### config.mk
export PLATFORM = sky130hd
export DESIGN_NAME = filter_ctrl_5x5
export DESIGN_NICKNAME = d
export VERILOG_FILES = /design/src/rtl/filter_ctrl_5x5.sv
export SDC_FILE = /design/constraint.sdc
export NUM_CORES = 1
export LEC_CHECK = 0
export CELL_PAD_IN_SITES_DETAIL_PLACEMENT = 1
export CELL_PAD_IN_SITES_GLOBAL_PLACEMENT = 1
export CORE_MARGIN = 1.5
export CORE_UTILIZATION = 42
export CTS_CLUSTER_SIZE = 24
export DETAILED_ROUTE_END_ITERATION = 8
export PLACE_DENSITY_LB_ADDON = 0.3
export SLEW_MARGIN = 0
export SYNTH_ARGS = -nofsm -noshare
export SYNTH_HDL_FRONTEND = slang
export SYNTH_SLANG_ARGS = --single-unit
### constraint.sdc
create_clock -name clk -period 2.3 [get_ports clk]
set_clock_uncertainty 0.05 [all_clocks]
set_input_delay 0.575 -clock clk [delete_from_list [all_inputs] [get_ports clk]]
set_output_delay 0.575 -clock clk [all_outputs]
set_load 0.05 [all_outputs]
### src/rtl/filter_ctrl_5x5.sv
// Line-buffer controller for a 5x5 window filter: column/line counters, memory rotation,
// vertical padding flags and two end-of-frame flush lines. Optional FILTER_CTRL_5X5_ERR_EN adds o_err.
module filter_ctrl_5x5 #(
  parameter int unsigned MEM_ADDR_WIDTH = 11,
  parameter int unsigned H_ACTIVE       = 1920,
  parameter int unsigned V_ACTIVE       = 1080,
  parameter int unsigned H_BLANK        = 280
) (
  input  logic                      clk,
  input  logic                      rstn,
  input  logic                      i_vsync,
  input  logic                      i_de,
  output logic                      o_mem_ren,
  output logic [1:0]                o_mem_sel,
  output logic [MEM_ADDR_WIDTH-1:0] o_mem_waddr,
  output logic [MEM_ADDR_WIDTH-1:0] o_mem_raddr,
  output logic [3:0]                o_pad_y,
  output logic                      o_busy,
  output logic                      o_err
);

  localparam int unsigned AW = MEM_ADDR_WIDTH;
  localparam int unsigned NW = $clog2(V_ACTIVE + 3);
  localparam int unsigned GW = $clog2(H_BLANK) + 1;

  localparam logic [1:0] S_IDLE       = 2'd0;
  localparam logic [1:0] S_ACTIVE     = 2'd1;
  localparam logic [1:0] S_FLUSH_GAP  = 2'd2;
  localparam logic [1:0] S_FLUSH_LINE = 2'd3;

  logic [1:0]    state_q, state_nx;
  logic [AW-1:0] col_q, waddr_q;
  logic [NW-1:0] line_q;
  logic [GW-1:0] gap_q;
  logic          strobe_q, pend_q, busy_q;
  logic [1:0]    sel_q;
  logic [3:0]    pad_q;

  logic          strobe_c, line_end_c, col_last_c, gap_done_c;
  logic [3:0]    pad_c;

  // Read strobe (accepted input pixel or flush read) and line-boundary decode
  always_comb begin
    strobe_c   = (state_q == S_ACTIVE && i_de) || (state_q == S_FLUSH_LINE);
    line_end_c = strobe_q && !strobe_c;
    col_last_c = (col_q == AW'(H_ACTIVE - 1));
    gap_done_c = (gap_q == GW'(H_BLANK - 1));
  end

  // Padding flags for window-centre row c = line - 2
  always_comb begin
    pad_c = 4'b0000;
    if (line_q == NW'(2))                 pad_c = 4'b0001;
    else if (line_q == NW'(3))            pad_c = 4'b0010;
    else if (line_q == NW'(V_ACTIVE))     pad_c = 4'b1000;
    else if (line_q == NW'(V_ACTIVE + 1)) pad_c = 4'b0100;
  end

  always_ff @(posedge clk or negedge rstn) begin
    if (!rstn) state_q <= S_IDLE;
    else       state_q <= state_nx;
  end

  // Next state; i_vsync restarts the frame from any state
  always_comb begin
    state_nx = state_q;
    if (i_vsync) begin
      state_nx = S_ACTIVE;
    end else begin
      case (state_q)
        S_ACTIVE:     if (line_end_c && line_q == NW'(V_ACTIVE - 1)) state_nx = S_FLUSH_GAP;
        S_FLUSH_GAP:  if (gap_done_c) state_nx = S_FLUSH_LINE;
        S_FLUSH_LINE: if (col_last_c) state_nx = (line_q == NW'(V_ACTIVE)) ? S_FLUSH_GAP : S_IDLE;
        default:      state_nx = state_q;
      endcase
    end
  end

  // Counters, rotation select and padding flags
  always_ff @(posedge clk or negedge rstn) begin
    if (!rstn) begin
      busy_q   <= 1'b0;
      waddr_q  <= '0;
      col_q    <= '0;
      strobe_q <= 1'b0;
      line_q   <= '0;
      pend_q   <= 1'b0;
      gap_q    <= '0;
      sel_q    <= 2'b00;
      pad_q    <= 4'b0000;
    end else begin
      busy_q  <= (state_nx != S_IDLE);
      waddr_q <= col_q;
      if (i_vsync) begin
        col_q    <= '0;
        strobe_q <= 1'b0;
        line_q   <= '0;
        pend_q   <= 1'b0;
        gap_q    <= '0;
        sel_q    <= 2'b00;
        pad_q    <= 4'b0000;
      end else begin
        strobe_q <= strobe_c;
        if (!strobe_c)       col_q <= '0;
        else if (!col_last_c) col_q <= col_q + AW'(1);
        // The cycle after the last ACTIVE pixel already counts as the first gap cycle
        if (state_q == S_FLUSH_GAP)   gap_q <= gap_q + GW'(1);
        else if (state_q == S_ACTIVE) gap_q <= GW'(1);
        else                          gap_q <= '0;
        if (line_end_c) line_q <= line_q + NW'(1);
        pend_q <= line_end_c;
        // Select/flags land three clocks after the line's last strobe cycle
        if (pend_q) begin
          sel_q <= line_q[1:0];
          pad_q <= pad_c;
        end
      end
    end
  end

  assign o_mem_ren   = (state_q == S_ACTIVE && i_de && line_q >= NW'(2)) || (state_q == S_FLUSH_LINE);
  assign o_mem_raddr = col_q;
  assign o_mem_waddr = waddr_q;
  assign o_mem_sel   = sel_q;
  assign o_pad_y     = pad_q;
  assign o_busy      = busy_q;

`ifdef FILTER_CTRL_5X5_ERR_EN
  logic de_q, err_q;

  // One pulse per ignored i_de run, or per i_vsync arriving mid-frame
  always_ff @(posedge clk or negedge rstn) begin
    if (!rstn) begin
      de_q  <= 1'b0;
      err_q <= 1'b0;
    end else begin
      de_q  <= i_de;
      err_q <= (i_de && !de_q && state_q != S_ACTIVE) || (i_vsync && state_q == S_ACTIVE);
    end
  end

  assign o_err = err_q;
`else
  assign o_err = 1'b0;
`endif

endmodule
==> results of run 1 <==
-- logic make-up (layout without fill, tap and decap cells) --
logic type	count (synthesis)	after routing	synth area share
AOI/OAI and AO/OA	27	27	0.06186
and+or+nand+nor	109	109	0.2413
adders and majority gates	6	6	0.03067
other	1	1	0.001532
xor gates and xnor gates	18	18	0.06442
buffers and inverters	17	70	0.02761
muxes	5	5	0.02045
DFF	54	54	0.5521
-- routing by layer --
layer | share of wire | vias to the layer above | track usage
met3 | 0.027 | 7 | 0.03333
met5 | 0 | - | 0
li1 | - | 927 | -
met1 | 0.46 | 974 | 0.2742
met4 | 0.015 | 0 | 0.07368
met2 | 0.50 | 31 | 0.3479
-- final cells by class --
cell class	count	area, um2	area share
clock buffers	6	82.58	0.02641
well taps	72	90.09	0.02881
flip-flops and latches	54	1351	0.4322
repair buffers	54	505.5	0.1617
inverters	8	30.03	0.009604
multi-input cells	166	1051	0.3361
clock inverters	2	16.27	0.005202
-- cell usage after synthesis, drive strengths merged (6+ instances only) --
cell type and count:
inv 8, or4 6, nand4 7, nand3 11, o21ai 8, xor2 9
xnor2 9, nand2 16, nor2 30, ha 6, nand2b 6, clkbuf 8
a21oi 13, nor3 10, dfrtp 54
-- flip-flops by register name, summed over array words and instances, names as in the netlist --
name and count:
gap_q 10, line_q 11, o_busy 1, o_mem_raddr 11, o_mem_sel 2, o_mem_waddr 11, o_pad_y 4, pend_q 1
state_q 2, strobe_q 1
-- power breakdown --
| part | total, mW | internal [mW] | switching, mW |
|---|---|---|---|
| clock network | 0.581 | 0.249 | 0.332 |
| registers | 0.964 | 0.956 | 0.00788 |
| logic | 0.0955 | 0.0315 | 0.0641 |
| total | 1.64 | 1.24 | 0.404 |
-- what timing repair did --
action | in CTS | in global routing
buffers inserted | 1 | 0
resized for setup | 4 | 0
setup endpoints to repair | 1 | 1
pin swaps | 1 | 2
hold endpoints to repair | 0 | 0
-- metrics by stage --
step                worst slack (ns)  cell area, um2  hold WS, ns    util
CTS                          -0.1557            3127       0.2014  0.5609
floorplan                    0.02039            2447       0.2294       -
global placement             0.04847            2998       0.3898  0.5378
detailed placement           0.02468            2998       0.3933  0.5378
global route                 -0.2350            3127       0.2111  0.5609
finish                       -0.1790            3127       0.1880  0.5609
-- cells in the final DEF, fill, tap and decap left out, drive strengths merged, types with 4 or more instances in the layout --
cell type      netlist  layout
nand2               16      16
nor3                10      10
nand3               11      11
clkbuf               8       6
dfrtp               54      54
nand4                7       7
buf                  1      23
xor2                 9       9
mux2i                5       5
ha                   6       6
clkdlybuf4s50        0      31
nor4b                4       4
xnor2                9       9
or4                  6       6
a21oi               13      13
nor2                30      30
inv                  8       9
nand2b               6       6
o21ai                8       8
-- worst max-delay path by stage --
stage | start | end | slack [ns] | cells past startpoint
global route | line_q[7] | o_mem_ren | -0.24 | 4
finish | line_q[7] | o_mem_ren | -0.18 | 4
global placement | i_de | o_mem_ren | 0.05 | 4
detailed placement | line_q[7] | o_mem_ren | 0.02 | 4
CTS | line_q[5] | o_mem_ren | -0.16 | 4
floorplan | line_q[3] | o_mem_ren | 0.02 | 4
==> results by group, run 1 <==
Floorplanning
  • Die H: 79.34 um
  • Site Rows: 27
  • Initial core utilization: 0.4391
  • Die W: 79.34 um
  • Die ar.: 6294 um2
  • IO Pins: 35
  • Placeable Area: 5574 um2

Timing
  • Slew headroom: 0.6534
  • RSZ-0062 raised after global routing: true
  • Final setup violation count: 1
  • Final period util: 1.078
  • Slew Limit Fails: 0
  • Fmax: 403.4 MHz
  • Final setup margin: -0.1790 ns
  • Clock period minus final worst setup slack: 2.479 ns
  • Worst-margin pin slew: 0.5183 ns
  • Final Hold Viols: 0
  • Setup TNS: -0.1790 ns

Worst setup path
  • FF-to-FF path depth: 5
  • Critical-path top delay cell: or4_4
  • Crit-path max cell delay: 0.56 ns
  • Worst R2R Start: line_q[7]
  • Worst setup path class: flop to output pin
  • Crit-path cells: or4_4 -> nor4_4 -> a21oi_2 -> buf_12
  • Reg-to-Reg End: state_q[1]
  • R2R setup slack: 0.25 ns
  • Worst-path maximum fanout: 2
  • Critical path's top delay family: simple AND/OR/NAND/NOR gates
  • Critical Path RT: 1.67 ns
  • WP buf/inv: 1
  • CP Launch Type: flop
  • Data arrival, critical path: 1.85 ns
  • Crit path capture type: output pin

Flow run
  • Maxcap violations: 0

Placed design
  • DP HPWL: 4080 um
  • RePlAce Congestion: 0.7747
  • PortBufs: 33
  • Placed Instances: 353

Power and ir drop
  • Cell leakage power: 1.308 nW
  • VDD IR-drop max: 308.9 uV
  • Tot Pwr: 1.640 mW
  • PwrDens: 524.5 nW/um2

Yosys
  • Top-area cell type share of the netlist area: 0.5521
  • Distinct cells, synth: 39
  • Synth area leader: dfrtp_1
  • Post-synthesis instance area: 2447 um2
  • FF+latch count, synth: 54
  • Largest cells by area after synthesis: dfrtp_1 (55%), nor2_1 (4.6%), xnor2_1 (3.2%), xor2_1 (3.2%), ha_1 (3.1%)
  • Seq/Total Area, Yosys: 0.5521
  • Synth Flop Type: dfrtp_1
  • Post-synthesis cell count: 237
  • Post-synth EDFFs: 0
  • Post-synthesis net count: 247
  • Synth Area per Inst: 10.33 um2
  • Fraction of registers with async set/reset: 1.000
  • Synthesis Warnings: 0

Route
  • DR pass1 iterations: 4
  • Number of DRC markers in iteration 0: 78
  • Avg WL per Cell: 16.30 um
  • Routed WL: 5900 um
  • Vias per Instance: 5.356
  • DRC: 0
  • Post-route ant nets: 0
  • Vias: 1939

Layout
  • Fill count: 618
  • Synthesis-to-layout area growth: 27.76%
  • Final Instance Count excl. Fillers: 362
  • Final #Nets: 299
  • Layout cells sized above 1: 0.1276
  • N_diodes: 0

Clocking
  • H-tree Lvls: 2
  • Clk sink count: 54
  • Clock Path Buffers: 2
  • Num CTS Buffers: 5
  • Clock Latency Late Sink: 0.32 ns
  • Worst-path clk slew: 0.10 ns
  • Root Buffer: clkbuf_8
  • CTS tree: yes
  • Hold_buf cts: 0

GRT
  • First-pass GRT wire length: 10060 um
  • Total global routing overflow: 0
  • Vias in the first global route: 2043
  • Total track usage: 0.2084
  • Initial antenna violation count: 0
  • Pin count of the biggest net entering global routing: 55

Status
  • Status: finished with violations
  • Violated checks: negative setup slack

Worst hold path
  • Hold WC Path Type: primary input to asynchronous set/reset pin
(Power assumes the default switching activity.)
==> run 2, diff against run 1 <==
--- a/config.mk
+++ b/config.mk
@@ -7,7 +7,7 @@
 export LEC_CHECK = 0
 export CELL_PAD_IN_SITES_DETAIL_PLACEMENT = 1
 export CELL_PAD_IN_SITES_GLOBAL_PLACEMENT = 1
-export CORE_MARGIN = 1.5
+export CORE_MARGIN = 10
 export CORE_UTILIZATION = 42
 export CTS_CLUSTER_SIZE = 24
 export DETAILED_ROUTE_END_ITERATION = 8
==> run 2 against run 1 <==
The flow still finishes with violations (negative setup slack); global-route usage shrank 7.0 points; cell area unchanged; register-to-register slack improved by 0.02 ns; utilization is the same; worst hold slack got worse by 0.0060 ns; first-iteration DRC count is 33% lower; count of clock-buffer cells in the layout fell by 1; routed wire length grew 4.5%.
==> results by group, run 2 (synthesized netlist as in run 1, its figures left out) <==
GRT
  • Initial antenna violation count: 0
  • Total global routing overflow: 0
  • First-pass GRT wire length: 10250 um
  • Total track usage: 0.1389
  • Vias in the first global route: 2071
  • Pin count of the biggest net entering global routing: 33

Power and ir drop
  • Cell leakage power: 1.315 nW
  • VDD IR-drop max: 297.6 uV
  • Internal Power: 1.307 mW
  • Sequential cell fraction of total power: 0.572
  • Combinational Power Share: 0.056
  • PwrDens: 539.3 nW/um2
  • Clock Power Share: 0.372
  • Net Switching: 0.3794 mW
  • Net Sw Frac: 0.2250

Clocking
  • Root Buffer: clkbuf_8
  • Worst-path clk slew: 0.10 ns
  • Clk sink count: 54
  • Num CTS Buffers: 5
  • Clock Latency Late Sink: 0.31 ns
  • CTS tree: yes
  • Hold_buf cts: 0
  • Clock Path Buffers: 2
  • H-tree Lvls: 2

Placed design
  • Placement Setup Slack: 0.02212 ns
  • DP HPWL: 4514 um
  • RePlAce Congestion: 0.7613
  • PortBufs: 33
  • Placed Instances: 351

Worst hold path
  • Hold WC Path Type: primary input to asynchronous set/reset pin

Route
  • Vias per Instance: 5.404
  • DRC: 0
  • DR pass1 iterations: 4
  • Routed WL: 6164 um
  • Avg WL per Cell: 17.07 um
  • Vias: 1951
  • Post-route ant nets: 0
  • Number of DRC markers in iteration 0: 52

Floorplanning
  • Die W: 96.34 um
  • Die H: 96.34 um
  • Placeable Area: 5574 um2
  • IO Pins: 35
  • Initial core utilization: 0.4391
  • Site Rows: 27
  • Die ar.: 9280 um2

Layout
  • Register area: 1351 um2
  • N_diodes: 0
  • Final #Nets: 298
  • Fill count: 632
  • Layout cells sized above 1: 0.1280
  • Synthesis-to-layout area growth: 27.76%
  • Commonest non-fill, non-tap cell in the layout: dfrtp_1
  • Most frequent cells in the layout: dfrtp_1 (54), nor2_1 (30), clkdlybuf4s50_1 (30)
  • Final Instance Count excl. Fillers: 361
  • Multi-input logic area: 1051 um2

Worst setup path
  • Data arrival, critical path: 1.84 ns
  • CP Launch Type: flop
  • Worst-path maximum fanout: 2
  • Worst setup path class: flop to output pin
  • Critical Path RT: 1.67 ns
  • Crit path capture type: output pin

Flow run
  • Maxcap violations: 0

Timing
  • Hold_ws: 0.1820 ns
  • Clock period minus final worst setup slack: 2.464 ns
  • Fmax: 405.9 MHz
  • Final Hold Viols: 0
  • RSZ-0062 raised after global routing: true
  • Slew headroom: 0.6474
  • Worst-margin pin slew: 0.5290 ns
  • Final setup margin: -0.1637 ns
  • Final period util: 1.071
  • Final setup violation count: 1
  • Slew Limit Fails: 0

Status
  • Status: finished with violations
  • Violated checks: negative setup slack
run 2: per-layer routing:
layer | up-vias | track usage | wire [um] | share of wire
met5 | - | 0 | 0 | 0
met4 | 0 | 0.04479 | 72 | 0.012
met3 | 6 | 0.03735 | 236 | 0.038
met2 | 28 | 0.2422 | 3206 | 0.52
met1 | 995 | 0.1620 | 2648 | 0.43
li1 | 922 | - | - | -
run 2: per-stage QoR:
step / area, um2 / utilization / setup TNS, ns / power (mW)
finish: 3127 / 0.5609 / -0.1637 / 1.686
global placement: 2980 / 0.5347 / 0 / 1.074
detailed placement: 2980 / 0.5347 / 0 / 1.077
CTS: 3112 / 0.5582 / -0.1236 / 1.713
global route: 3127 / 0.5609 / -0.2259 / 1.759
floorplan: 2447 / - / 0 / 1.025
run 2: worst paths after layout:
check,start,end,cells after the start,slack (ns)
max in group asynchronous,rstn,gap_q[4],2,1.46
setup reg to reg,line_q[8],state_q[1],5,0.27
min in group clk,o_mem_raddr[6],o_mem_waddr[6],0,0.42
hold / removal,rstn,o_mem_waddr[2],1,0.18
hold reg to reg,o_mem_raddr[6],o_mem_waddr[6],0,0.42
setup / recovery,line_q[8],o_mem_ren,4,-0.16
run 2: power by group through the flow:
stage / clock network [mW] / logic, mW / registers, mW
after floorplan: 0 / 0.0324 / 0.993
after global placement: 0 / 0.0911 / 0.983
after detailed placement: 0 / 0.0937 / 0.983
after CTS: 0.652 / 0.0959 / 0.965
after global routing: 0.690 / 0.103 / 0.966
final: 0.628 / 0.0939 / 0.965
run 2: layout make-up:
type | instances | area share
clock buffers | 5 | 0.02201
clock inverters | 3 | 0.01281
inverters | 8 | 0.009604
multi-input cells | 166 | 0.3361
flip-flops and latches | 54 | 0.4322
well taps | 72 | 0.02881
repair buffers | 53 | 0.1585
run 2: worst max-delay path: stages (launching register included):
cell and delay, ns:
dfrtp_1 0.39, or4_4 0.57, nor4_4 0.29, a21oi_2 0.12
buf_12 0.16
run 2: repair_timing:
| item | in CTS | in global routing |
|---|---|---|
| resized for setup | 4 | 0 |
| buffers inserted | 0 | 2 |
| pin swaps | 1 | 3 |
| setup endpoints to repair | 1 | 1 |
